[src/rtl/ase_sim_local_mem_pkg.sv]
// rtl/ase_sim_local_mem_pkg.sv - shared types and helpers for the local memory write path
package ase_sim_local_mem_pkg;

    typedef enum logic {
        IDLE  = 1'b0,
        BURST = 1'b1
    } t_wr_rsp_state;

    function automatic int ptr_width(input int depth);
        return (depth > 1) ? $clog2(depth) : 1;
    endfunction

endpackage

[src/rtl/ase_sim_wr_rsp_fifo.sv]
// rtl/ase_sim_wr_rsp_fifo.sv - write response FIFO with registered valid/data outputs
module ase_sim_wr_rsp_fifo
    import ase_sim_local_mem_pkg::*;
#(
    parameter int DEPTH = 16,
    parameter int WIDTH = 16
) (
    input  logic                     clk,
    input  logic                     rst_n,
    input  logic                     push,
    input  logic [WIDTH-1:0]         push_data,
    input  logic                     pop_ready,
    output logic                     rd_valid,
    output logic [WIDTH-1:0]         rd_data,
    output logic [$clog2(DEPTH):0]   used
);
    localparam int PW = ptr_width(DEPTH);
    localparam int CW = $clog2(DEPTH) + 1;

    logic [WIDTH-1:0] mem_q [DEPTH];
    logic [PW-1:0]    wr_ptr_q, wr_ptr_d, rd_ptr_q, rd_ptr_d;
    logic [CW-1:0]    used_q, used_d;
    logic             valid_q, valid_d;
    logic [WIDTH-1:0] data_q, data_d;
    logic             do_push, do_pop;

    always_comb begin
        do_pop   = valid_q && pop_ready;
        do_push  = push && ((used_q != CW'(DEPTH)) || do_pop);
        wr_ptr_d = do_push ? wr_ptr_q + 1'b1 : wr_ptr_q;
        rd_ptr_d = do_pop ? rd_ptr_q + 1'b1 : rd_ptr_q;
        used_d   = used_q + CW'(do_push) - CW'(do_pop);
        valid_d  = (used_d != '0);
        // Head slot is being written this cycle only when the FIFO drains to that slot
        data_d   = (do_push && (wr_ptr_q == rd_ptr_d)) ? push_data : mem_q[rd_ptr_d];
    end

    always_ff @(posedge clk) begin
        if (do_push) begin
            mem_q[wr_ptr_q] <= push_data;
        end
    end

    always_ff @(posedge clk or negedge rst_n) begin
        if (!rst_n) begin
            wr_ptr_q <= '0;
            rd_ptr_q <= '0;
            used_q   <= '0;
            valid_q  <= 1'b0;
            data_q   <= '0;
        end else begin
            wr_ptr_q <= wr_ptr_d;
            rd_ptr_q <= rd_ptr_d;
            used_q   <= used_d;
            valid_q  <= valid_d;
            data_q   <= data_d;
        end
    end

    assign rd_valid = valid_q;
    assign rd_data  = data_q;
    assign used     = used_q;

endmodule

[src/rtl/ase_sim_avmm_local_wr_rsp.sv]
// rtl/ase_sim_avmm_local_wr_rsp.sv - write pass-through generating one local response per burst
module ase_sim_avmm_local_wr_rsp
    import ase_sim_local_mem_pkg::*;
#(
    parameter int ADDR_WIDTH      = 27,
    parameter int DATA_WIDTH      = 512,
    parameter int BURST_CNT_WIDTH = 8,
    parameter int USER_WIDTH      = 16,
    parameter int RSP_FIFO_DEPTH  = 16
) (
    input  logic                              clk,
    input  logic                              reset_n,
    input  logic                              src_write,
    input  logic [ADDR_WIDTH-1:0]             src_address,
    input  logic [DATA_WIDTH-1:0]             src_writedata,
    input  logic [DATA_WIDTH/8-1:0]           src_byteenable,
    input  logic [BURST_CNT_WIDTH-1:0]        src_burstcount,
    input  logic [USER_WIDTH-1:0]             src_user,
    output logic                              src_waitrequest,
    output logic                              sink_write,
    output logic [ADDR_WIDTH-1:0]             sink_address,
    output logic [DATA_WIDTH-1:0]             sink_writedata,
    output logic [DATA_WIDTH/8-1:0]           sink_byteenable,
    output logic [BURST_CNT_WIDTH-1:0]        sink_burstcount,
    input  logic                              sink_waitrequest,
    output logic                              rsp_valid,
    output logic [USER_WIDTH-1:0]             rsp_user,
    input  logic                              rsp_ready,
    output logic [$clog2(RSP_FIFO_DEPTH):0]   rsp_outstanding,
    output logic                              err_zero_burst
);
    localparam int CW = $clog2(RSP_FIFO_DEPTH) + 1;

    t_wr_rsp_state              state_q, state_d;
    logic [BURST_CNT_WIDTH-1:0] beats_left_q, beats_left_d, burst_len;
    logic [USER_WIDTH-1:0]      user_q, user_d, push_user;
    logic [CW-1:0]              reserved_q, reserved_d, used, occupancy;
    logic                       err_q, err_d;
    logic                       block, accept, first_beat, last_beat;

    assign sink_address    = src_address;
    assign sink_writedata  = src_writedata;
    assign sink_byteenable = src_byteenable;
    assign sink_burstcount = src_burstcount;

    always_comb begin
        // Used plus reserved never exceeds the depth, so it fits the count width
        occupancy       = used + reserved_q;
        block           = (state_q == IDLE) && (occupancy == CW'(RSP_FIFO_DEPTH));
        sink_write      = src_write && !block;
        src_waitrequest = block || sink_waitrequest;
        accept          = sink_write && !sink_waitrequest;
        burst_len       = (src_burstcount == '0) ? BURST_CNT_WIDTH'(1) : src_burstcount;
        first_beat      = accept && (state_q == IDLE);
        last_beat       = accept && ((state_q == IDLE) ? (burst_len == BURST_CNT_WIDTH'(1))
                                                       : (beats_left_q == BURST_CNT_WIDTH'(1)));
        push_user       = (state_q == IDLE) ? src_user : user_q;

        state_d      = state_q;
        beats_left_d = beats_left_q;
        user_d       = user_q;
        reserved_d   = reserved_q;
        err_d        = err_q;
        if (first_beat) begin
            user_d       = src_user;
            beats_left_d = burst_len - 1'b1;
            err_d        = err_q || (src_burstcount == '0);
            if (!last_beat) begin
                state_d    = BURST;
                reserved_d = reserved_q + 1'b1;
            end
        end else if (accept) begin
            beats_left_d = beats_left_q - 1'b1;
            if (last_beat) begin
                state_d    = IDLE;
                reserved_d = reserved_q - 1'b1;
            end
        end
    end

    always_ff @(posedge clk or negedge reset_n) begin
        if (!reset_n) begin
            state_q      <= IDLE;
            beats_left_q <= '0;
            user_q       <= '0;
            reserved_q   <= '0;
            err_q        <= 1'b0;
        end else begin
            state_q      <= state_d;
            beats_left_q <= beats_left_d;
            user_q       <= user_d;
            reserved_q   <= reserved_d;
            err_q        <= err_d;
        end
    end

    ase_sim_wr_rsp_fifo #(
        .DEPTH (RSP_FIFO_DEPTH),
        .WIDTH (USER_WIDTH)
    ) u_rsp_fifo (
        .clk       (clk),
        .rst_n     (reset_n),
        .push      (last_beat),
        .push_data (push_user),
        .pop_ready (rsp_ready),
        .rd_valid  (rsp_valid),
        .rd_data   (rsp_user),
        .used      (used)
    );

    assign rsp_outstanding = occupancy;
    assign err_zero_burst  = err_q;

endmodule

[config.mk]
export PLATFORM = sky130hd
export DESIGN_NAME = ase_sim_avmm_local_wr_rsp
export DESIGN_NICKNAME = d
export VERILOG_FILES = /design/src/rtl/ase_sim_local_mem_pkg.sv /design/src/rtl/ase_sim_wr_rsp_fifo.sv /design/src/rtl/ase_sim_avmm_local_wr_rsp.sv
export SDC_FILE = /design/constraint.sdc
export NUM_CORES = 1
export LEC_CHECK = 0
export CORE_AREA = 4 4 487 489
export CTS_CLUSTER_SIZE = 40
export DETAILED_ROUTE_END_ITERATION = 10
export DIE_AREA = 0 0 491 493
export HOLD_SLACK_MARGIN = 0.02
export PLACE_DENSITY = 0.34
export REMOVE_ABC_BUFFERS = 1
export SETUP_SLACK_MARGIN = 0.1
export SYNTH_ARGS = -nofsm -noshare
export SYNTH_HDL_FRONTEND = slang
export SYNTH_SLANG_ARGS = --single-unit
[constraint.sdc]
create_clock -name clk -period 3.6 [get_ports clk]
set_input_delay 1.08 -clock clk [delete_from_list [all_inputs] [get_ports clk]]
set_output_delay 1.08 -clock clk [all_outputs]
set_load 0.01 [all_outputs]
## Word-level counts from Yosys, hierarchy flattened

Memories as Yosys holds them, arrays and structs flattened. A register that Yosys moved wholly into a read port is not among the register bits.
Cells that the tools add are included.

| word-level totals | value |
|---|---|
| register bits after elaboration | 45 |
| bits in writable memories | 256 |
| input port bits | 632 |
| output and inout bits | 636 |
| word-level logic and storage cells | 59 |
| memories kept | 1 |

| operators by class | value |
|---|---|
| add/sub/neg operators | 9 |
| eq/ne operators | 5 |
| multiplexer cells | 16 |
| bitwise operators | 1 |
| reduce and logical (&&, ||, !) cells | 18 |

Memory list:

| name | depth | bits a word | rd ports | clocked after Yosys merged registers in | write ports | RTL line | RTL |
|---|---|---|---|---|---|---|---|
| u_rsp_fifo.mem_q | 16 | 16 | 1 | 1 | 1 | ase_sim_wr_rsp_fifo.sv:20 | `logic [WIDTH-1:0] mem_q [DEPTH];` |

Operators by type and width:

| kind | number |
|---|---|
| $mux 8 | 3 |
| $mux 5 | 4 |
| $eq 8x1->1 const B | 2 |
| $mux 16 | 1 |
| $sub 8x1->8 const B | 2 |
| $add 4x1->4 const B | 2 |
| $logic_not 8->1 | 1 |
| $logic_and 1x1->1 | 7 |
| $mux 1 | 7 |
| $add 5x1->5 | 1 |
| $add 5x1->5 const B | 1 |
| $add 5x5->5 | 1 |
| $eq 5x5->1 const B | 1 |
| $ne 5x5->1 const B | 1 |
| $reduce_bool 5->1 | 1 |
| $sub 5x1->5 | 1 |
| $sub 5x1->5 const B | 1 |
| $mux 4 | 1 |
| $reduce_bool 2->1 | 2 |
| $logic_not 1->1 | 3 |
| $logic_or 1x1->1 | 3 |
| $reduce_and 3->1 | 1 |
| $ne 2x2->1 const B | 1 |
| $not 1->1 | 1 |

## Longest topological paths before layout

Gate-level depths: netlist of the first run.

| depth | value |
|---|---|
| word-level depth | 11 |
| gate-level depth with buffers | 16 |
| mapped depth without buffers | 15 |

## Cells and area by module

A second synthesis of the first run with hierarchy kept.

| second synthesis, totals | value |
|---|---|
| cell total of the unflattened synthesis | 1626 |
| area, all modules | 18826.8 um^2 |

Modules (own cells, without submodules):

| module | times used | cells each | area each (um^2) | seq. area each (um^2) |
|---|---|---|---|---|
| ase_sim_wr_rsp_fifo | 1 | 819 | 12176.7 | 8438.1 |
| ase_sim_avmm_local_wr_rsp | 1 | 807 | 6650.1 | 775.7 |

## Least setup slack after synthesis of the first run

Ideal clock, no wire load.

| timing path | value |
|---|---|
| kind | reg2reg |
| start | register reserved_q[0] |
| end | register reserved_q[4] |
| setup time | 0.123 ns |
| arrival time | 3.508 ns |
| required time | 3.477 ns |
| slack | -0.030 ns |
| cell stages (with the launch flop) | 17 |
| path buffers | 2 |
| clock period less this slack | 3.630 ns |
| cells stage by stage | dfrtp_1 ha_1 fa_1 a21o_1 a21oi_2 xnor2_1 and4bb_4 nor2_2 nand2b_1 buf_2 buf_2 fa_1 a21o_1 a21oi_1 xnor2_1 nand2_1 xnor2_1 |

| between the ends | value |
|---|---|
| cells in the longest elaborated chain, start to end | 9 |
| elaborated cells on any way between the ends | 18 |
| classes of those cells | 3 x add/sub; 2 x eq/ne; 4 x mux; 9 x reduce/logical |

Ends and longest elaborated chain:

| what | RTL line | RTL |
|---|---|---|
| start, declared | ase_sim_avmm_local_wr_rsp.sv:37 | `logic [CW-1:0] reserved_q, reserved_d, used, occupancy;` |
| start signal, assigned | ase_sim_avmm_local_wr_rsp.sv:92 | `reserved_q <= reserved_d;` |
| $add 5x5->5 * | ase_sim_avmm_local_wr_rsp.sv:48 | `occupancy = used + reserved_q;` |
| named net rsp_outstanding[4] | ase_sim_avmm_local_wr_rsp.sv:29 | `output logic [$clog2(RSP_FIFO_DEPTH):0] rsp_outstanding,` |
| $eq 5x5->1 * | ase_sim_avmm_local_wr_rsp.sv:49 | `block = (state_q == IDLE) && (occupancy == CW'(RSP_FIFO_DEPTH));` |
| $logic_and 1x1->1 * | ase_sim_avmm_local_wr_rsp.sv:49 |  |
| $logic_not 1->1 * | ase_sim_avmm_local_wr_rsp.sv:50 | `sink_write = src_write && !block;` |
| $logic_and 1x1->1 * | ase_sim_avmm_local_wr_rsp.sv:50 |  |
| $logic_and 1x1->1 * | ase_sim_avmm_local_wr_rsp.sv:52 | `accept = sink_write && !sink_waitrequest;` |
| $logic_and 1x1->1 (on tied branches) | ase_sim_avmm_local_wr_rsp.sv:54, ase_sim_avmm_local_wr_rsp.sv:55 |  |
| $ne 2x2->1 (no source line) / $reduce_bool 2->1 (equally long branches) | -- |  |
| $reduce_and 3->1 (no source line) | -- |  |

The timed path passes the listed nets; every way through them passes the cells marked *. The select of a mux whose other input is x is not followed.
A chain may end at the register's enable or synchronous reset.

## Final worst setup path of the first run

| timing path | value |
|---|---|
| start | register u_rsp_fifo.used_q[0], in the netlist u_rsp_fifo.used[0] |
| end | output sink_write |

| between the ends | value |
|---|---|
| cells in the longest elaborated chain, start to end | 5 |

Ends and longest elaborated chain:

| what | RTL line | RTL |
|---|---|---|
| start, declared | ase_sim_wr_rsp_fifo.sv:22 | `logic [CW-1:0] used_q, used_d;` |
| start signal, assigned | ase_sim_wr_rsp_fifo.sv:54 | `used_q <= used_d;` |
| $add 5x5->5 | ase_sim_avmm_local_wr_rsp.sv:48 |  |
| $eq 5x5->1 | ase_sim_avmm_local_wr_rsp.sv:49 |  |
| $logic_and 1x1->1 | ase_sim_avmm_local_wr_rsp.sv:49 |  |
| $logic_not 1->1 | ase_sim_avmm_local_wr_rsp.sv:50 |  |
| $logic_and 1x1->1 | ase_sim_avmm_local_wr_rsp.sv:50 |  |
| end, declared | ase_sim_avmm_local_wr_rsp.sv:20 | `output logic sink_write,` |

Every way passes these cells.

==> reports/metrics.cfg, run 1 <==
[status]
status = finished with violations
violations = setup timing

[setup_path]
cp-start-kind = register
cp_top_family = adder cells
path_cells = ha_4 -> fa_2 -> a21o_1 -> a21oi_2 -> xnor2_2 -> and4bb_4 -> and2b_2 -> buf_6
critPathCaptureType = output port
cp_slowest_stage_delay_ns = 0.42
worst-path-buf-inv = 1
cp.required_ns = 2.52
cp_data_arrival_time_ns = 2.56
critPathSlowestCell = dfrtp_1
path_class = reg2out
cp_max_fo = 3

[synth]
synth_seq_cells = 317
synth_compound_area_share_pct = 3.75
synth_edf_count = 256
synthSimpleGateAreaFrac_pct = 9.42
synth_top_family_by_area = buffers and inverters
netlist_area_sq_mm = 0.0179
synth-xor-area-share_pct = 1.32
yosysWarnings = 0
synth_ff_type = edfxtp_1
synthMuxAreaShare_pct = 5.10
synthCells = 1603
synthAdderAreaFrac_pct = 1.87
async_reset_ff_share_pct = 19.2
synth.distinct_cells = 51
seq_area_frac_synth_pct = 51.3
avgSynthCellArea_sq_um = 11.2

[die]
die_w_um = 491
io_pins = 1268
fp.dieArea_sq_mm = 0.242
start_util_pct = 7.73
core_area_sq_mm = 0.232
die_h_um = 493
num_rows = 177

[power_and_ir_drop]
power.density_mw_per_mm2 = 832
total_leakage_power_nw = 6.18
vdd.ir_drop.worst_v = 0.000602
p_total_mw = 16.7

[placed_design]
place_hpwl_um = 419000
portBuffers = 61
place_congestion = 1.46
dp.cells = 4139

[cells_and_area]
multiInputGateArea_sq_mm = 0.00402
final_nets = 1803
finalNonFillerCells = 4223
fillers = 26700
drive_gt1_share_pct = 21.1
seqCellArea_sq_mm = 0.00922
area_delta_synth_final_pct = 11.5
postLayoutCoreUtil_pct = 8.62

[clock_network]
numCtsBuffers = 38
cts_sinks = 317
clk_pin_slew_worst_paths_ns = 0.07
clock_latency_ns = 0.58
htreeDepth = 2
cts_tree = built
clock_path_buffers = 3
cts_root_buf = clkbuf_16

[global_route]
grt_pass1_wl_um = 466000
antenna_found_initial = 10
grt_pass1_vias = 10700
grt_overflow = 0
grt_use_total_pct = 35.1
grt_max_degree = 42

[timing]
period_needed_ns = 3.64
relSlewSlack_pct = 53.6
slew_violations = 0
tightest_slew_ns = 0.696
fin_skew_ns = 0.0399
fin_ws_ns = -0.0443
period_share_pct = 101
timing.final.hold_violations = 0
setup_viol = 2
rsz0062_at_grt = yes
hold_slack_ns = 0.478
fmax_ghz = 0.274

[route]
drt_iter0_drc = 1897
drt_first_pass_iters = 5
drc = 0
vias = 13600
drt-total-wl_um = 441000
ant_nets = 0
wl_per_cell_um = 104
via_per_inst = 3.22

[job]
maxCapViolCount = 0

[hold_path]
hold_path.class = reg2reg

[Yosys cell counts (6+ instances only)]
cell type  instances  share of area, %
buf_4            611                26
edfxtp_1         256                43
nand2_1          232               4.9
nand3_1           70               2.0
dfrtp_1           61               8.5
mux2_2            51               3.2
clkbuf_1          37              0.77
mux2i_1           34               1.9
a32oi_1           32               1.6
ha_1              22               1.5
a21oi_1           20              0.56
nand4_1           18              0.63
xnor2_1           18              0.88
a31oi_1           17              0.59
and2_1            17              0.59
inv_1             17              0.36
nor3_1            10              0.28
xor2_1             9              0.44
nor2_1             7              0.15
o21ai_0            7              0.20
o22ai_1            6              0.21
[cells by family (layout without fill, tap and decap cells)]
group                      Yosys count  count (layout)
adders and majority gates           25              25
AOI/OAI and AO/OA                   96              96
DFF                                317             317
and+or+nand+nor                    375             375
xor gates and xnor gates            27              27
buffers and inverters              678             251
muxes                               85              85
other                                0               4
[final cells by class]
class	instances	share of cell area, %
Timing Repair Buffer	162	8.63
Sequential cell	317	46.0
Inverter	19	0.356
Clock inverter	21	0.750
Tap cell	3043	19.0
Multi-Input combinational cell	608	20.1
Antenna cell	4	0.0500
Clock buffer	49	5.06
[stage by stage]
| step | setup WS (ns) | setup TNS [ns] | area, sq um |
|---|---|---|---|
| after floorplan | -7.54 | -128.49 | 13100 |
| after global placement | -0.453 | -102.97 | 18600 |
| after detailed placement | -0.449 | -108.85 | 18600 |
| after CTS | -0.132 | -0.238 | 19800 |
| after global routing | -0.141 | -0.264 | 20000 |
| final | -0.0443 | -0.0701 | 20000 |
[layout by cell type, fill, tap and decap left out, types with 15 or more instances in the layout]
| cell type | instances |
|---|---|
| ha_1 | 19 |
| mux2i_1 | 34 |
| nand4_1 | 18 |
| a31oi_1 | 16 |
| clkdlybuf4s50_1 | 55 |
| and2_1 | 15 |
| xnor2_1 | 15 |
| nand2_1 | 232 |
| a32oi_1 | 32 |
| a21oi_1 | 18 |
| mux2_2 | 51 |
| inv_1 | 16 |
| buf_4 | 71 |
| clkbuf_16 | 39 |
| buf_12 | 27 |
| nand3_1 | 70 |
| dfrtp_1 | 60 |
| edfxtp_1 | 256 |
[flip-flops by register name, indices dropped and copies added (netlist names)]
| name | cells |
|---|---|
| u_rsp_fifo.mem_q | 256 |
| u_rsp_fifo.used | 5 |
| user_q | 16 |
| state_q | 1 |
| u_rsp_fifo.rd_valid | 1 |
| u_rsp_fifo.rd_ptr_q | 4 |
| err_zero_burst | 1 |
| u_rsp_fifo.rd_data | 16 |
| beats_left_q | 8 |
| u_rsp_fifo.wr_ptr_q | 4 |
| reserved_q | 5 |
[routing by layer]
| metal | track usage [%] | up-vias | share of wire, % | wire length [um] |
|---|---|---|---|---|
| met5 | 25.4 | - | 2.0 | 8820 |
| met4 | 30.0 | 88 | 11 | 48900 |
| met3 | 49.3 | 448 | 29 | 129000 |
| met2 | 60.0 | 3096 | 48 | 211000 |
| met1 | 9.25 | 5998 | 9.9 | 43500 |
| li1 | - | 3971 | - | - |
[worst reg2reg max path, cell delays in order, from the launching register on]
cell	delay (ns)
dfrtp_1	0.42
ha_4	0.18
fa_2	0.34
a21o_1	0.17
a21oi_2	0.15
xnor2_2	0.09
and4bb_4	0.22
buf_4	0.12
buf_4	0.14
or4_4	0.57
nor3_4	0.17
buf_12	0.21
mux2_2	0.41
[final timing paths]
check | start | endpoint | slack [ns] | depth (start not counted)
setup / recovery | u_rsp_fifo.used[0] | sink_write | -0.04 | 8
max in group asynchronous | reset_n | u_rsp_fifo.rd_data[10] | 2.42 | 2
hold reg to reg | err_zero_burst | err_zero_burst | 0.48 | 1
min in group asynchronous | reset_n | beats_left_q[4] | 0.55 | 1
hold / removal | err_zero_burst | err_zero_burst | 0.48 | 1
setup reg to reg | u_rsp_fifo.used[0] | u_rsp_fifo.rd_data[12] | 0.29 | 12
[timing repair]
action | in CTS | in global routing
resized for setup | 19 | 25
endpoints found under the setup margin | 6 | 279
setup buffers | 2 | 7
gates cloned | 0 | 1
pin swaps | 6 | 11
hold buffers | 0 | 0
[power by group]
group	internal [mW]	switching [mW]
sequential	4.87	0.414
clock	2.01	1.75
combinational	3.01	4.60
No activity file was read; power rests on OpenSTA's default activity.
==> inputs of run 2 (changes only) <==
--- a/config.mk
+++ b/config.mk
@@ -6,13 +6,14 @@
 export NUM_CORES = 1
 export LEC_CHECK = 0
-export CORE_AREA = 4 4 487 489
+export CORE_AREA = 4 4 491 493
 export CTS_CLUSTER_SIZE = 40
 export DETAILED_ROUTE_END_ITERATION = 10
-export DIE_AREA = 0 0 491 493
+export DIE_AREA = 0 0 495 497
 export HOLD_SLACK_MARGIN = 0.02
-export PLACE_DENSITY = 0.34
+export PLACE_DENSITY = 0.35
 export REMOVE_ABC_BUFFERS = 1
 export SETUP_SLACK_MARGIN = 0.1
 export SYNTH_ARGS = -nofsm -noshare
 export SYNTH_HDL_FRONTEND = slang
+export SYNTH_HIERARCHICAL = 1
 export SYNTH_SLANG_ARGS = --single-unit
==> constraint.sdc (replaced) <==
create_clock -name clk -period 3.6 [get_ports clk]
set_input_delay 1.08 -clock clk [delete_from_list [all_inputs] [get_ports clk]]
set_output_delay 1.08 -clock clk [all_outputs]
set_load 0.005 [all_outputs]
==> run 2 against run 1 <==
Effect of this change: the flow still finishes with violations (setup timing); die area is 1.6% higher; combinational power is 0.9% lower; area after synthesis is 4.9% higher; critical endpoint is now src_waitrequest; largest cell class unchanged.
==> reports/metrics.cfg, run 2 <==
[status]
status = finished with violations
violations = setup timing

[setup_path]
path_cells = ha_4 -> fa_2 -> or4_4 -> buf_4 -> nor3_4 -> buf_4 -> or2_4 -> clkbuf_2
rrSetupSlack_ns = -0.25
cp-start-kind = register
cp.required_ns = 2.52
cp_slowest_stage_delay_ns = 0.54
worst_path_most_repeated_cell = buf_4
path_depth = 8
worstReg2RegStart = u_rsp_fifo/used[0]
cp_data_arrival_time_ns = 2.85
r2r_end = u_rsp_fifo/rd_valid
worstSetupStartpoint = u_rsp_fifo/used[0]
r2r_cells = 18
cp_top_family = simple AND/OR/NAND/NOR gates
critPathCaptureType = output port
critPathSlowestCell = or4_4
path_class = reg2out
crit_path_end = src_waitrequest
worst-path-buf-inv = 3
cp_max_fo = 2

[route]
met3_length_um = 132000
ant_nets = 0
drc = 0
drt_first_pass_iters = 5
via_per_inst = 3.17
vias = 14000
wl_met2_um = 206000
wl_per_cell_um = 102
top_layer = met5
drt_iter0_drc = 1786
drt-total-wl_um = 451000
wl_met1_um = 44200

[timing]
period_needed_ns = 3.93
relSlewSlack_pct = 19.6
fin_ws_ns = -0.328
tightest_slew_ns = 1.21
slew_violations = 0
period_share_pct = 109
setup_viol = 4
fmax_ghz = 0.255
rsz0062_at_grt = yes
fin_skew_ns = 0.0196
timing.final.hold_violations = 0

[synth]
netlist_area_sq_mm = 0.0188
synthCells = 1626
yosysTopAreaCell = edfxtp_1
synth_seq_cells = 317
seq_area_frac_synth_pct = 48.9
synth_edf_count = 256
avgSynthCellArea_sq_um = 11.6
async_reset_ff_share_pct = 19.2
yosysWarnings = 6
synth.top_cell.area_share_pct = 40.8
netlist_top_cells_count = 617 x buf_4, 256 x edfxtp_1, 114 x nand2_1, 65 x mux2i_1, 61 x dfrtp_1
synth.most_common_cell = buf_4
synth.distinct_cells = 66
synth_ff_type = edfxtp_1
synth_area_leaders = edfxtp_1 41%, buf_4 25%, dfrtp_1 8.1%

[hold_path]
hold_path.class = reg2reg

[die]
io_pins = 1268
die_h_um = 497
start_util_pct = 7.95
core_area_sq_mm = 0.237
die_w_um = 495
fp.dieArea_sq_mm = 0.246
num_rows = 179

[clock_network]
clock_path_buffers = 3
numCtsBuffers = 36
cts_tree = built
htreeDepth = 2
clk_pin_slew_worst_paths_ns = 0.07
clock_latency_ns = 0.59
cts_sinks = 317
cts_root_buf = clkbuf_16

[global_route]
grt_pass1_wl_um = 479000
grt_pass1_vias = 11900
grt_overflow = 0
grt_use_total_pct = 35.5
grt_max_degree = 51
antenna_found_initial = 6

[power_and_ir_drop]
total_leakage_power_nw = 6.87
power.density_mw_per_mm2 = 744
vdd.ir_drop.worst_v = 0.000682

[cells_and_area]
area_delta_synth_final_pct = 16.3
largest_register = u_rsp_fifo/mem_q
finalNonFillerCells = 4405
largest_register_ffs = 256
postLayoutCoreUtil_pct = 9.24
final_nets = 1865
fillers = 27400
drive_gt1_share_pct = 28.2
layout_common_cells = 256 x edfxtp_1, 113 x nand2_1, 106 x buf_4
final_common_cell = edfxtp_1

[placed_design]
place_hpwl_um = 422000
portBuffers = 61
place_ws_ns = -1.66
dp.cells = 4309
place_congestion = 1.40

[job]
maxCapViolCount = 0

## run 2: what timing repair did
action	in CTS	in global routing
buffers inserted	24	11
endpoints found under the hold margin	0	0
pin swaps	42	24
cloned	7	1
resized for setup	124	26
setup endpoints to repair	283	188
hold buffers	0	0
## run 2: worst min path at each step
stage	startpoint	endpoint	slack, ns	cells past startpoint
2_1_floorplan	err_zero_burst	err_zero_burst	0.46	1
3_3_place_gp	err_zero_burst	err_zero_burst	0.46	1
3_5_place_dp	err_zero_burst	err_zero_burst	0.46	1
4_1_cts	err_zero_burst	err_zero_burst	0.48	1
5_1_grt	reserved_q[4]	reserved_q[4]	0.52	1
6_report	err_zero_burst	err_zero_burst	0.48	1
## run 2: worst reg2reg max path, delay by kind of cell, from the launching register on
family | cells | cell delay, ns
adder cells (fa/ha/maj) | 5 | 1.29
XOR/XNOR | 1 | 0.13
AND/OR/NAND/NOR | 4 | 1.08
AO/OA/AOI/OAI | 4 | 0.54
flip-flops | 1 | 0.42
buffers and inverters | 4 | 0.26
## run 2: stage by stage
step                      area, sq um  total power, mW  hold slack [ns]  setup TNS, ns
after global placement          19800             11.7            0.457        -194.85
after detailed placement        19800             11.8            0.457        -207.86
after floorplan                 13800             8.31            0.460         -99.58
after CTS                       21700             16.1            0.483          -1.60
after global routing            21900             17.0            0.522          -1.52
final                           21900             16.3            0.482         -0.922
## run 2: report_power, final
part / internal, mW / switching (mW) / total, mW
sequential: 4.58 / 0.344 / 4.93
combinational: 3.22 / 4.32 / 7.54
clock: 2.07 / 1.74 / 3.81
total: 9.88 / 6.41 / 16.3
## run 2: logic make-up after synthesis
family | Yosys count | share of synthesized area (%)
compound gates | 203 | 9.03
xor+xnor | 24 | 1.12
fa+ha+maj | 25 | 1.78
buf+inv | 715 | 27.4
flops | 317 | 48.9
mux | 100 | 5.55
simple gates | 242 | 6.16
## run 2: layout make-up
class / instances / area, sq um / share of cell area [%]
tap: 3167 / 3960 / 18.1
multi-input combinational: 594 / 5010 / 22.9
clock inverter: 18 / 168 / 0.766
inverter: 42 / 165 / 0.754
timing repair buffer: 217 / 2390 / 10.9
antenna: 3 / 7.51 / 0.0343
sequential: 317 / 9220 / 42.1
clock buffer: 47 / 972 / 4.44
## run 2: per-layer routing
metal / up-vias / track usage (%)
met5: - / 28.0
met2: 2948 / 57.3
met4: 100 / 36.5
li1: 4293 / -
met3: 447 / 49.7
met1: 6197 / 9.26
==> inputs of run 3 (changes only) <==
MAX_ROUTING_LAYER = met4   (was default)
==> run 3 against run 2 <==
Effect of this change: the run still ends with setup timing left; total power down 0.99%; register-to-register slack worse by 0.19 ns; sequential power about the same; global-route usage up 0.85 points; clock skew up 0.018 ns; combinational power down 4.2%; routed wire length down 0.32%; worst hold slack worse by 0.0061 ns; setup slack worse by 0.11 ns.
==> reports/metrics.cfg, run 3 (synthesized netlist as in run 2, its figures left out) <==
[cells_and_area]
largest_register = u_rsp_fifo/mem_q
largest_register_ffs = 256
final_common_cell = edfxtp_1
drive_gt1_share_pct = 26.3
final_nets = 1847
layout_common_cells = 256 x edfxtp_1, 113 x nand2_1, 93 x buf_4
postLayoutCoreUtil_pct = 9.03
area_delta_synth_final_pct = 13.7
fillers = 27400

[setup_path]
critPathCaptureType = register
cp_max_fo = 2
cp.required_ns = 4.03
cp_data_arrival_time_ns = 4.47
path_class = reg2reg
cp-start-kind = register

[global_route]
grt_max_degree = 51
grt_use_total_pct = 36.3
antenna_found_initial = 5
grt_pass1_wl_um = 477000
grt_pass1_vias = 11500
grt_overflow = 0

[timing]
slew_violations = 0
fin_skew_ns = 0.0372
fmax_ghz = 0.247
period_needed_ns = 4.04
relSlewSlack_pct = 32.4
tightest_slew_ns = 1.01
fin_ws_ns = -0.440
period_share_pct = 112
setup_viol = 6
timing.final.hold_violations = 0
rsz0062_at_grt = yes

[power_and_ir_drop]
internal_power_mw = 9.91
vdd.ir_drop.worst_v = 0.000673
total_leakage_power_nw = 6.71
pwr-share-seq_pct = 30.7
p_sw_mw = 6.21
swShare_pct = 38.5
power.share.combinational_pct = 44.8
clkPwrFrac_pct = 24.5
power.density_mw_per_mm2 = 753

[clock_network]
numCtsBuffers = 37
htreeDepth = 2
clk_pin_slew_worst_paths_ns = 0.06
cts_sinks = 317
clock_path_buffers = 3
clock_latency_ns = 0.60
cts_tree = built
cts_root_buf = clkbuf_16

[route]
via_per_inst = 3.26
wl_per_cell_um = 102
drt_iter0_drc = 1994
drt_first_pass_iters = 7
drt-total-wl_um = 450000
vias = 14300
drc = 0
ant_nets = 0

[die]
io_pins = 1268
start_util_pct = 7.95
fp.dieArea_sq_mm = 0.246
core_area_sq_mm = 0.237
num_rows = 179
die_w_um = 495
die_h_um = 497

[placed_design]
place_hpwl_um = 422000
place_congestion = 1.44
place_ws_ns = -1.73
portBuffers = 61

[status]
violations = setup timing
status = finished with violations

[job]
maxCapViolCount = 0

[hold_path]
hold_path.class = reg2reg

## run 3: changes by cell type in the layout (fill, tap and decap cells not counted), sizes merged
cell           change
diode              +1
bufinv             +1
inv                -2
buf               -21
clkdlybuf4s15      +1
clkdlybuf4s50      +1
clkinv             +2
clkbuf             +2
## run 3: area by class of cell
| class | instances | area [sq um] | area share (%) |
|---|---|---|---|
| flip-flops and latches | 317 | 9220 | 43.1 |
| multi-input cells | 594 | 4730 | 22.1 |
| well taps | 3167 | 3960 | 18.5 |
| repair buffers | 198 | 2120 | 9.90 |
| clock buffers | 49 | 1000 | 4.68 |
| clock inverters | 19 | 203 | 0.947 |
| inverters | 42 | 165 | 0.772 |
| diodes | 4 | 10.0 | 0.0468 |
## run 3: worst paths after layout
| kind | start | end | slack [ns] | depth (start not counted) |
|---|---|---|---|---|
| worst min-delay path | err_zero_burst | err_zero_burst | 0.48 | 1 |
| worst max register to register | u_rsp_fifo/used[0] | u_rsp_fifo/rd_valid | -0.44 | 20 |
| worst min register to register | err_zero_burst | err_zero_burst | 0.48 | 1 |
| max in group asynchronous | reset_n | u_rsp_fifo/rd_data[14] | 2.13 | 2 |
| worst max-delay path | u_rsp_fifo/used[0] | u_rsp_fifo/rd_valid | -0.44 | 20 |
| min in group asynchronous | reset_n | reserved_q[2] | 0.62 | 1 |
## run 3: what timing repair did
| action | 4_1_cts | 5_1_grt |
|---|---|---|
| hold endpoints to repair | 0 | 0 |
| setup endpoints to repair | 283 | 185 |
| cloned | 1 | 1 |
| resized for setup | 47 | 58 |
| pin swaps | 13 | 21 |
| setup buffers | 11 | 7 |
| hold buffers | 0 | 0 |
## run 3: critical path, stage by stage (launching register included)
cell      delay (ns)
dfrtp_1         0.41
ha_4            0.18
fa_2            0.42
xor2_2          0.19
or4_4           0.43
buf_6           0.14
o311ai_4        0.24
a21oi_2         0.05
o41a_1          0.14
inv_2           0.09
ha_4            0.19
inv_2           0.06
ha_4            0.13
inv_2           0.04
fa_2            0.39
inv_2           0.06
a21oi_2         0.04
nor2_1          0.09
nor2_1          0.06
xnor2_1         0.13
or4_1           0.42
## run 3: stage by stage
step | TNS [ns] | total power [mW] | instance area [sq um] | hold WS [ns] | std cells
after detailed placement | -211.89 | 11.7 | 19800 | 0.461 | 4302
after global placement | -193.35 | 11.7 | 19800 | 0.457 | 4302
after global routing | -2.66 | 16.8 | 21400 | 0.513 | 4389
after CTS | -1.52 | 15.9 | 21200 | 0.485 | 4381
final | -1.45 | 16.1 | 21400 | 0.476 | 4390
after floorplan | -99.58 | 8.31 | 13800 | 0.460 | 953
## run 3: routing by layer
metal | wire length (um) | global-route usage, % | vias up
met5 | 0 | - | -
met4 | 54600 | 33.3 | 0
met3 | 134000 | 50.9 | 433
met2 | 210000 | 58.5 | 3147
met1 | 50800 | 10.6 | 6450
li1 | - | - | 4271
## run 3: power groups by stage
| stage | sequential (mW) | combinational, mW | clock [mW] |
|---|---|---|---|
| finish | 4.95 | 7.22 | 3.95 |
| global route | 4.97 | 7.71 | 4.17 |
| CTS | 4.96 | 6.93 | 4.02 |
| detailed placement | 5.04 | 6.67 | 0 |
| global placement | 5.03 | 6.65 | 0 |
| floorplan | 4.86 | 3.45 | 0 |
